<file path="config.mk">
export PLATFORM = sky130hd
export DESIGN_NAME = dmem_req_ctrl
export DESIGN_NICKNAME = d
export VERILOG_FILES = /design/src/rtl/sirius_mem_pkg.sv /design/src/rtl/dmem_wbuf.sv /design/src/rtl/dmem_req_ctrl.sv
export SDC_FILE = /design/constraint.sdc
export NUM_CORES = 1
export LEC_CHECK = 0
export BUFFER_PORTS_ARGS = -buffer_cell sky130_fd_sc_hd__buf_4
export CAP_MARGIN = 20
export CORE_MARGIN = 2
export CORE_UTILIZATION = 38
export DETAILED_ROUTE_END_ITERATION = 8
export PLACE_DENSITY = 0.7
export SLEW_MARGIN = 10
export SYNTH_ARGS = -nofsm -noshare
export SYNTH_HDL_FRONTEND = slang
export SYNTH_SLANG_ARGS = --single-unit
</file>
<file path="constraint.sdc">
create_clock -name clk -period 1.9 [get_ports clk]
set_input_delay 0.095 -clock clk [delete_from_list [all_inputs] [get_ports clk]]
set_output_delay 0.095 -clock clk [all_outputs]
set_load 0.02 [all_outputs]
</file>
<file path="src/rtl/sirius_mem_pkg.sv">
// Shared types for the memory-stage data access controller.
// Latency: n/a (types and constants only).
// Backpressure: n/a.
package sirius_mem_pkg;

  // Access sequencing states of the data-bus request controller.
  typedef enum logic [1:0] {
    IDLE = 2'd0,  // no access in flight
    REQ  = 2'd1,  // request presented, waiting for address acceptance
    WAIT = 2'd2,  // request accepted, waiting for completion
    DONE = 2'd3   // complete, waiting for the stage to advance
  } dmem_state_t;

  localparam logic [3:0] DMEM_STRB_NONE = 4'b0000;

endpackage

</file>
<file path="src/rtl/dmem_wbuf.sv">
// Posted-write tracker: remembers a store accepted but not yet completed.
// Latency: wr_pending sets the cycle after acceptance, clears the cycle after bus_data_ok.
// Backpressure: holds off the next bus request while a posted write is outstanding.
//
// Ports: set (posted store accepted), data_ok (bus completion), req_in (controller
// wants to request), req_out (request actually presented on the bus).
// Used only when DMEM_POSTED_WRITE_EN is defined.
module dmem_wbuf (
  input  logic clk,
  input  logic rst,
  input  logic set,
  input  logic data_ok,
  input  logic req_in,
  output logic req_out
);

  logic wr_pending;

  // A new posted store can only be accepted when no write is pending, so set
  // and the completion of an older write never belong to the same request.
  always_ff @(posedge clk or negedge rst) begin
    if (!rst) begin
      wr_pending <= 1'b0;
    end else if (set) begin
      wr_pending <= 1'b1;
    end else if (data_ok) begin
      wr_pending <= 1'b0;
    end
  end

  // Keeping the request low while pending guarantees bus_data_ok is clearly
  // attributable to the posted write and never to the next access.
  assign req_out = req_in & ~wr_pending;

endmodule

</file>
<file path="src/rtl/dmem_req_ctrl.sv">
// Sequences the memory stage's single-cycle data access onto a req/addr_ok/data_ok bus.
// Latency: min 3 cycles from mem_en to DONE (addr_ok in c1, data_ok in c2, data in c3).
// Backpressure: stall held through REQ/WAIT; DONE held under pipe_stall; bus_req never withdrawn.
//
// Ports: mem_* access from the stage, mem_rdata registered load data (valid in DONE),
// pipe_stall/flush from the pipeline, stall back to the stage, bus_* request channel
// (req/wr/wstrb/addr/wdata out, addr_ok/data_ok/rdata in). clk, async active-low rst.
// Option: DMEM_POSTED_WRITE_EN lets stores finish at address acceptance (posted).
module dmem_req_ctrl
  import sirius_mem_pkg::*;
#(
  parameter int ADDR_W = 32,
  parameter int DATA_W = 32
) (
  input  logic              clk,
  input  logic              rst,
  input  logic              mem_en,
  input  logic [3:0]        mem_wen,
  input  logic [ADDR_W-1:0] mem_addr,
  input  logic [DATA_W-1:0] mem_wdata,
  output logic [DATA_W-1:0] mem_rdata,
  input  logic              pipe_stall,
  input  logic              flush,
  output logic              stall,
  output logic              bus_req,
  output logic              bus_wr,
  output logic [3:0]        bus_wstrb,
  output logic [ADDR_W-1:0] bus_addr,
  output logic [DATA_W-1:0] bus_wdata,
  input  logic              bus_addr_ok,
  input  logic              bus_data_ok,
  input  logic [DATA_W-1:0] bus_rdata
);

  typedef struct packed {
    logic              wr;
    logic [3:0]        strb;
    logic [ADDR_W-1:0] addr;
    logic [DATA_W-1:0] wdata;
  } req_t;

`ifdef DMEM_POSTED_WRITE_EN
  localparam bit POSTED = 1'b1;
`else
  localparam bit POSTED = 1'b0;
`endif

  dmem_state_t       state_q, state_d;
  req_t              req_q, req_d;
  logic              cancel_q, cancel_d;
  logic [DATA_W-1:0] rdata_q, rdata_d;
  logic              req_gated;
  logic              accepted;
  logic              posted_set;

`ifdef DMEM_POSTED_WRITE_EN
  dmem_wbuf u_wbuf (
    .clk     (clk),
    .rst     (rst),
    .set     (posted_set),
    .data_ok (bus_data_ok),
    .req_in  (state_q == REQ),
    .req_out (req_gated)
  );
`else
  assign req_gated = (state_q == REQ);
`endif

  // addr_ok only counts when a request is actually visible on the bus.
  assign accepted   = (state_q == REQ) & req_gated & bus_addr_ok;
  // A live store may retire at acceptance; a flushed one still drains via WAIT.
  assign posted_set = POSTED & accepted & req_q.wr & ~cancel_q & ~flush;

  always_ff @(posedge clk or negedge rst) begin
    if (!rst) begin
      state_q  <= IDLE;
      req_q    <= '0;
      cancel_q <= 1'b0;
      rdata_q  <= '0;
    end else begin
      state_q  <= state_d;
      req_q    <= req_d;
      cancel_q <= cancel_d;
      rdata_q  <= rdata_d;
    end
  end

  always_comb begin
    state_d  = state_q;
    req_d    = req_q;
    cancel_d = cancel_q;
    rdata_d  = rdata_q;
    unique case (state_q)
      IDLE: begin
        if (mem_en && !flush) begin
          state_d     = REQ;
          cancel_d    = 1'b0;
          req_d.wr    = (mem_wen != DMEM_STRB_NONE);
          req_d.strb  = mem_wen;
          req_d.addr  = mem_addr;
          req_d.wdata = mem_wdata;
        end
      end
      REQ: begin
        // The request stays up even when flushed; the bus owns it once presented.
        if (flush) cancel_d = 1'b1;
        if (accepted) state_d = posted_set ? DONE : WAIT;
      end
      WAIT: begin
        if (bus_data_ok) begin
          if (cancel_q || flush) begin
            state_d  = IDLE;
            cancel_d = 1'b0;
          end else begin
            state_d = DONE;
            if (!req_q.wr) rdata_d = bus_rdata;
          end
        end else if (flush) begin
          cancel_d = 1'b1;
        end
      end
      DONE: begin
        if (!pipe_stall || flush) state_d = IDLE;
      end
      default: state_d = IDLE;
    endcase
  end

  // rst gates stall so the stage is free while the controller is held in reset.
  assign stall     = rst & (((state_q == IDLE) & mem_en & ~flush) |
                            (state_q == REQ) | (state_q == WAIT));
  assign bus_req   = req_gated;
  assign bus_wr    = req_q.wr;
  assign bus_wstrb = req_q.strb;
  assign bus_addr  = req_q.addr;
  assign bus_wdata = req_q.wdata;
  assign mem_rdata = rdata_q;

endmodule
</file>
==> metrics.cfg, run 1 <==
[sta]
finalHoldViolations=0
slew_headroom_pct=63.9
worst_clock_skew_ns=0.0104
period_share_pct=97.0
period_minus_slack_ns=1.84
worst_slew_pin_slew_ns=0.541
max_freq_ghz=0.543
setup_ws_ns=0.0578
setup_violations=0
drv_slew=0
fin_tns_setup_ns=0
hold_slack_ns=0.109
rsz0062_at_grt=no

[pwr]
combinationalPowerShare_pct=50.0
p_seq_share_pct=34.8
power_frac_clock_pct=15.2
peakVddDrop_mv=0.956
sw_frac_of_total_pct=35.8
powerDensity_nw_per_um2=1560
p_leak_nw=3.67
p_switching_w=0.00409
p_int_w=0.00733

[synthesis]
syn_nets=358
yosysWarningCount=0
syn_area_um2=4160
syn_inst=246
ys_seq_elements=104
synth.distinct_cells=23
synth_area_per_cell_um2=16.9
ys_seq_area_share_pct=62.5

[drt]
routed_wirelength_um=11700
drt-initial-drc-count=116
ant_nets=0
drc=0
first_pass_iters=6
wl_per_cell_um=16.4
vias_per_cell=4.56
num_vias=3263

[cells_and_area]
final_nets=683
final_cell_area_um2=7320
synthToLayoutAreaGrowth_pct=76.0
fillCellCount=751
final_cells=716
diodes=0
drive_above_1_share_pct=59.9

[clock_tree]
clk_latency_ns=0.37
cts_root_buffer=clkbuf_8
cts_tree=done
htree_levels=3
cts.sinks=104
path_clk_slew_ns=0.09
numCtsBuffers=9
cts_max_path_buffers=2

[global_routing]
grt_pass1_vias=3635
grt-ovfl-total=0
grt_max_degree=105
antenna_found_initial=0
track_usage_pct=19.4
grt_pass1_wl_um=17500

[min_path]
hp-class=primary input to flop
min-delay-start=bus_data_ok

[placement]
hpwl_um=7230
place.gp.congestion=0.760
io_buffer_count=209
dp.cells=588
placed_cell_area_um2=5910
post-place-ws_ns=0.0624

[run]
maxCapViolCount=0

[die]
initial_utilization_pct=38.7
die-area_um2=11800
die_h_um=109
core-area_um2=10700
rows=38
io_pins=210
die_w_um=109

[critical_path]
end_kind=flop
arrival_ns=2.10
required_ns=2.15
crit_type=flop to flop
reg2reg_slack_ns=0.06
startpoint=state_q[0]
crit_end=mem_rdata[12]
reg2reg_depth=6
r2r_start=state_q[0]
rr_endpoint=mem_rdata[12]
cp_max_fo=32
startpoint_type=flop

[status]
status=completed

[cells in the mapped netlist (all sizes together)]
| cell | number | share of area, % |
|---|---|---|
| nor2b | 1 | 0.15 |
| o221ai | 1 | 0.21 |
| nor2 | 2 | 0.18 |
| inv | 5 | 0.45 |
| dfrtp | 104 | 63 |
| nand3b | 3 | 0.84 |
| a21boi | 1 | 0.18 |
| mux2i | 2 | 0.48 |
| a41o | 1 | 0.24 |
| nor3b | 1 | 0.45 |
| nor4 | 1 | 0.15 |
| nand3 | 1 | 0.12 |
| buf | 11 | 1.8 |
| mux2 | 100 | 30 |
| o31a | 1 | 0.21 |
| o21ai | 2 | 0.24 |
| ha | 5 | 1.5 |
| nand2 | 2 | 0.18 |
| a21oi | 1 | 0.12 |
| o311ai | 1 | 0.21 |
[sequential cells by signal (all words and copies together), names as in the netlist]
register and count:
bus_wdata 32, mem_rdata 32, bus_addr 32, bus_wstrb 4, bus_wr 1, state_q 2
cancel_q 1
[critical path, stage by stage, from the launching register on]
cell	delay [ns]
dfrtp_1	0.43
inv_2	0.12
ha_1	0.23
nor3b_4	0.29
nand3b_4	0.11
buf_12	0.20
mux2_4	0.32
[layer usage]
layer / GRT usage, % / vias up / wire length [um]
li1: - / 1510 / -
met1: 20.1 / 1627 / 4320
met2: 37.6 / 117 / 6490
met3: 6.40 / 9 / 805
met4: 4.49 / 0 / 98
met5: 0 / - / 0
[cells in the final DEF, fill, tap and decap left out]
| master | synthesis | routed |
|---|---|---|
| clkinv_4 | 0 | 1 |
| dfrtp_1 | 104 | 104 |
| nand3b_1 | 2 | 2 |
| a21boi_1 | 0 | 1 |
| clkbuf_16 | 0 | 1 |
| nor4_1 | 1 | 1 |
| nand3_1 | 1 | 1 |
| dlygate4sd3_1 | 0 | 101 |
| buf_12 | 0 | 4 |
| inv_2 | 0 | 2 |
| mux2_4 | 30 | 30 |
| o31a_1 | 1 | 1 |
| bufinv_16 | 0 | 3 |
| mux2i_1 | 2 | 2 |
| o21ai_0 | 2 | 2 |
| o311ai_0 | 1 | 1 |
| nor2_1 | 2 | 2 |
| mux2_2 | 70 | 70 |
| nand3b_4 | 1 | 1 |
| ha_4 | 0 | 1 |
| inv_1 | 5 | 3 |
| a21oi_1 | 1 | 1 |
| nand2_1 | 2 | 2 |
| a41o_1 | 1 | 1 |
| nor3b_4 | 1 | 1 |
| ha_1 | 5 | 4 |
| bufbuf_16 | 0 | 1 |
| buf_4 | 0 | 218 |
| o221ai_1 | 1 | 1 |
| nor2b_1 | 1 | 1 |
| clkbuf_8 | 0 | 12 |
[layout make-up]
cell class,count,area (um2),area share [%]
well taps,140,175,2.39
clock inverters,4,98.8,1.35
clock buffers,12,165,2.25
repair buffers,325,2790,38.0
multi-input cells,126,1480,20.2
inverters,5,18.8,0.256
flip-flops and latches,104,2600,35.5
[cell families (layout without fill, tap and decap cells)]
group	count (synthesis)	in the layout	synth area share (%)
and+or+nand+nor	11	11	2.07
AOI/OAI and AO/OA	8	8	1.41
adders and majority gates	5	5	1.50
DFF	104	104	62.5
buffers and inverters	16	346	2.22
muxes	102	102	30.2
[worst min path at each step]
| stage | endpoint | slack (ns) | cells after the start |
|---|---|---|---|
| 4_1_cts | cancel_q | 0.09 | 4 |
| 3_5_place_dp | bus_wdata[31] | 0.23 | 2 |
| 5_1_grt | cancel_q | 0.1 | 4 |
| 6_report | cancel_q | 0.11 | 4 |
| 2_1_floorplan | bus_addr[0] | -0.20 | 0 |
| 3_3_place_gp | bus_wdata[0] | 0.23 | 2 |
[stage by stage]
step	utilization, %	total power (W)
2_1_floorplan	-	0.00691
3_3_place_gp	55.0	0.00916
3_5_place_dp	55.0	0.00934
4_1_cts	67.3	0.0113
5_1_grt	68.2	0.0120
6_report	68.2	0.0114
[power groups by stage]
stage	clock, W	sequential (W)	combinational [W]
after detailed placement	0	0.00399	0.00535
after floorplan	0	0.00525	0.00166
after global routing	0.00188	0.00410	0.00604
after CTS	0.00179	0.00396	0.00557
after global placement	0	0.00393	0.00523
final	0.00174	0.00397	0.00571
[what timing repair did]
item | CTS | global route
pin swaps | 1 | 1
hold buffers | 101 | 0
cloned | 1 | 1
gates resized for setup | 3 | 2
endpoints found under the hold margin | 205 | 0
setup buffers | 1 | 8
setup endpoints to repair | 1 | 27
Note: power is estimated with default switching activity, not from simulation.
==> run 2, diff against run 1 <==
--- a/config.mk
+++ b/config.mk
@@ -11,6 +11,7 @@
 export CORE_UTILIZATION = 38
 export DETAILED_ROUTE_END_ITERATION = 8
 export PLACE_DENSITY = 0.7
+export RECOVER_POWER = 25
 export SLEW_MARGIN = 10
 export SYNTH_ARGS = -nofsm -noshare
 export SYNTH_HDL_FRONTEND = slang
==> run 2 against run 1 <==
  * Combinational power about the same
  * Setup slack improved by 0.0015 ns
  * Global-route usage is the same
  * Non-clock buffer count stayed put
  * Largest cell class unchanged
==> metrics.cfg, run 2 (synthesized netlist as in run 1, its figures left out) <==
[status]
status=completed

[die]
die_h_um=109
initial_utilization_pct=38.7
die-area_um2=11800
io_pins=210
rows=38
core-area_um2=10700
die_w_um=109

[global_routing]
grt_pass1_wl_um=17500
track_usage_pct=19.4
grt-ovfl-total=0
grt_pass1_vias=3635
antenna_found_initial=0
grt_max_degree=105

[sta]
max_freq_ghz=0.543
worst_slew_pin_slew_ns=1.29
setup_violations=0
fin_tns_setup_ns=0
finalHoldViolations=0
rsz0062_at_grt=no
worst_clock_skew_ns=0.0104
period_share_pct=96.9
hold_slack_ns=0.110
drv_slew=0
period_minus_slack_ns=1.84
slew_headroom_pct=14.2

[critical_path]
startpoint_type=flop
reg2reg_slack_ns=0.06
cp.buffers_inverters=2
crit_type=flop to flop
critPathTopFamily=flip-flops
path_depth=6
end_kind=flop
r2r_start=state_q[0]
crit_chain=inv_2 -> ha_1 -> nor3b_4 -> nand3b_4 -> buf_12 -> mux2_4
rr_endpoint=mem_rdata[12]
cpMaxStageDelayCell=dfrtp_1
cp_max_fo=32
arrival_ns=2.10
required_ns=2.15
cpPeakStageDelay_ns=0.43
reg2reg_depth=6
startpoint=state_q[0]
crit_end=mem_rdata[12]

[placement]
hpwl_um=7230
place.gp.congestion=0.760
io_buffer_count=209
dp.cells=588

[cells_and_area]
final_nets=683
drive_above_1_share_pct=59.7
regArea_um2=2600
diodes=0
layout_commonest_cell=buf_4
layout_common_cells=buf_4 (218), dfrtp_1 (104), dlygate4sd3_1 (101)
final_cells=716
multiInputGateArea_um2=1480
fillCellCount=752
synthToLayoutAreaGrowth_pct=75.6
utilization_pct=68.0

[pwr]
p_leak_nw=3.66
powerDensity_nw_per_um2=1560
power_w=0.0114
peakVddDrop_mv=0.955

[drt]
vias_per_cell=4.54
num_vias=3251
drc=0
drt-initial-drc-count=110
first_pass_iters=4
routed_wirelength_um=11700
ant_nets=0
wl_per_cell_um=16.3

[clock_tree]
cts_root_buffer=clkbuf_8
cts_tree=done
clk_latency_ns=0.37
cts_max_path_buffers=2
htree_levels=3
cts.sinks=104
path_clk_slew_ns=0.09
numCtsBuffers=9

[run]
maxCapViolCount=0

[min_path]
min-delay-start=bus_data_ok
hp-class=primary input to flop

[run 2: cell types whose count changed in the layout (fill, tap and decap cells not counted)]
cell / before / now
buf_12: 4 / 3
clkbuf_1: 0 / 1
[run 2: worst min path at each step]
stage | cells after the start | slack [ns] | endpoint
floorplan | 0 | -0.20 | bus_addr[0]
global placement | 2 | 0.23 | bus_wdata[0]
detailed placement | 2 | 0.23 | bus_wdata[31]
CTS | 4 | 0.09 | cancel_q
global route | 4 | 0.1 | cancel_q
finish | 4 | 0.11 | cancel_q
[run 2: repair_timing]
item | 4_1_cts | 5_1_grt
resized for setup | 3 | 2
gates cloned | 1 | 1
hold buffers | 101 | 0
pin swaps | 1 | 1
setup buffers | 1 | 8
setup endpoints to repair | 1 | 27
endpoints found under the hold margin | 205 | 0
[run 2: layout make-up]
type	instances	share of cell area [%]
clock inverter	4	1.35
timing repair buffer	325	37.9
multi-input combinational	126	20.2
clock buffer	12	2.26
inverter	5	0.257
tap	140	2.40
sequential	104	35.6
[run 2: metrics by stage]
step | setup slack (ns) | instance area, um2
6_report | 0.0593 | 7310
4_1_cts | 0.00156 | 7230
2_1_floorplan | 0.217 | 4160
3_5_place_dp | 0.0624 | 5910
3_3_place_gp | 0.161 | 5910
5_1_grt | 0.00899 | 7310
[run 2: power breakdown]
part	switching [W]	internal, W	total [W]	leakage, nW
combinational	0.00269	0.00302	0.00571	2.27
clock	0.000751	0.000986	0.00174	0.133
sequential	0.000648	0.00332	0.00397	1.25
total	0.00409	0.00732	0.0114	3.66
[run 2: worst register-to-register path, stage by stage, from the launching register on]
cell and delay, ns:
dfrtp_1 0.43, inv_2 0.12, ha_1 0.23, nor3b_4 0.29
nand3b_4 0.11, buf_12 0.20, mux2_4 0.34
[run 2: layer usage]
layer | wire [um] | track usage, % | vias to the layer above
met2 | 6480 | 37.6 | 118
met3 | 826 | 6.40 | 9
met5 | 0 | 0 | -
met1 | 4290 | 20.1 | 1615
met4 | 98 | 4.49 | 0
li1 | - | - | 1509
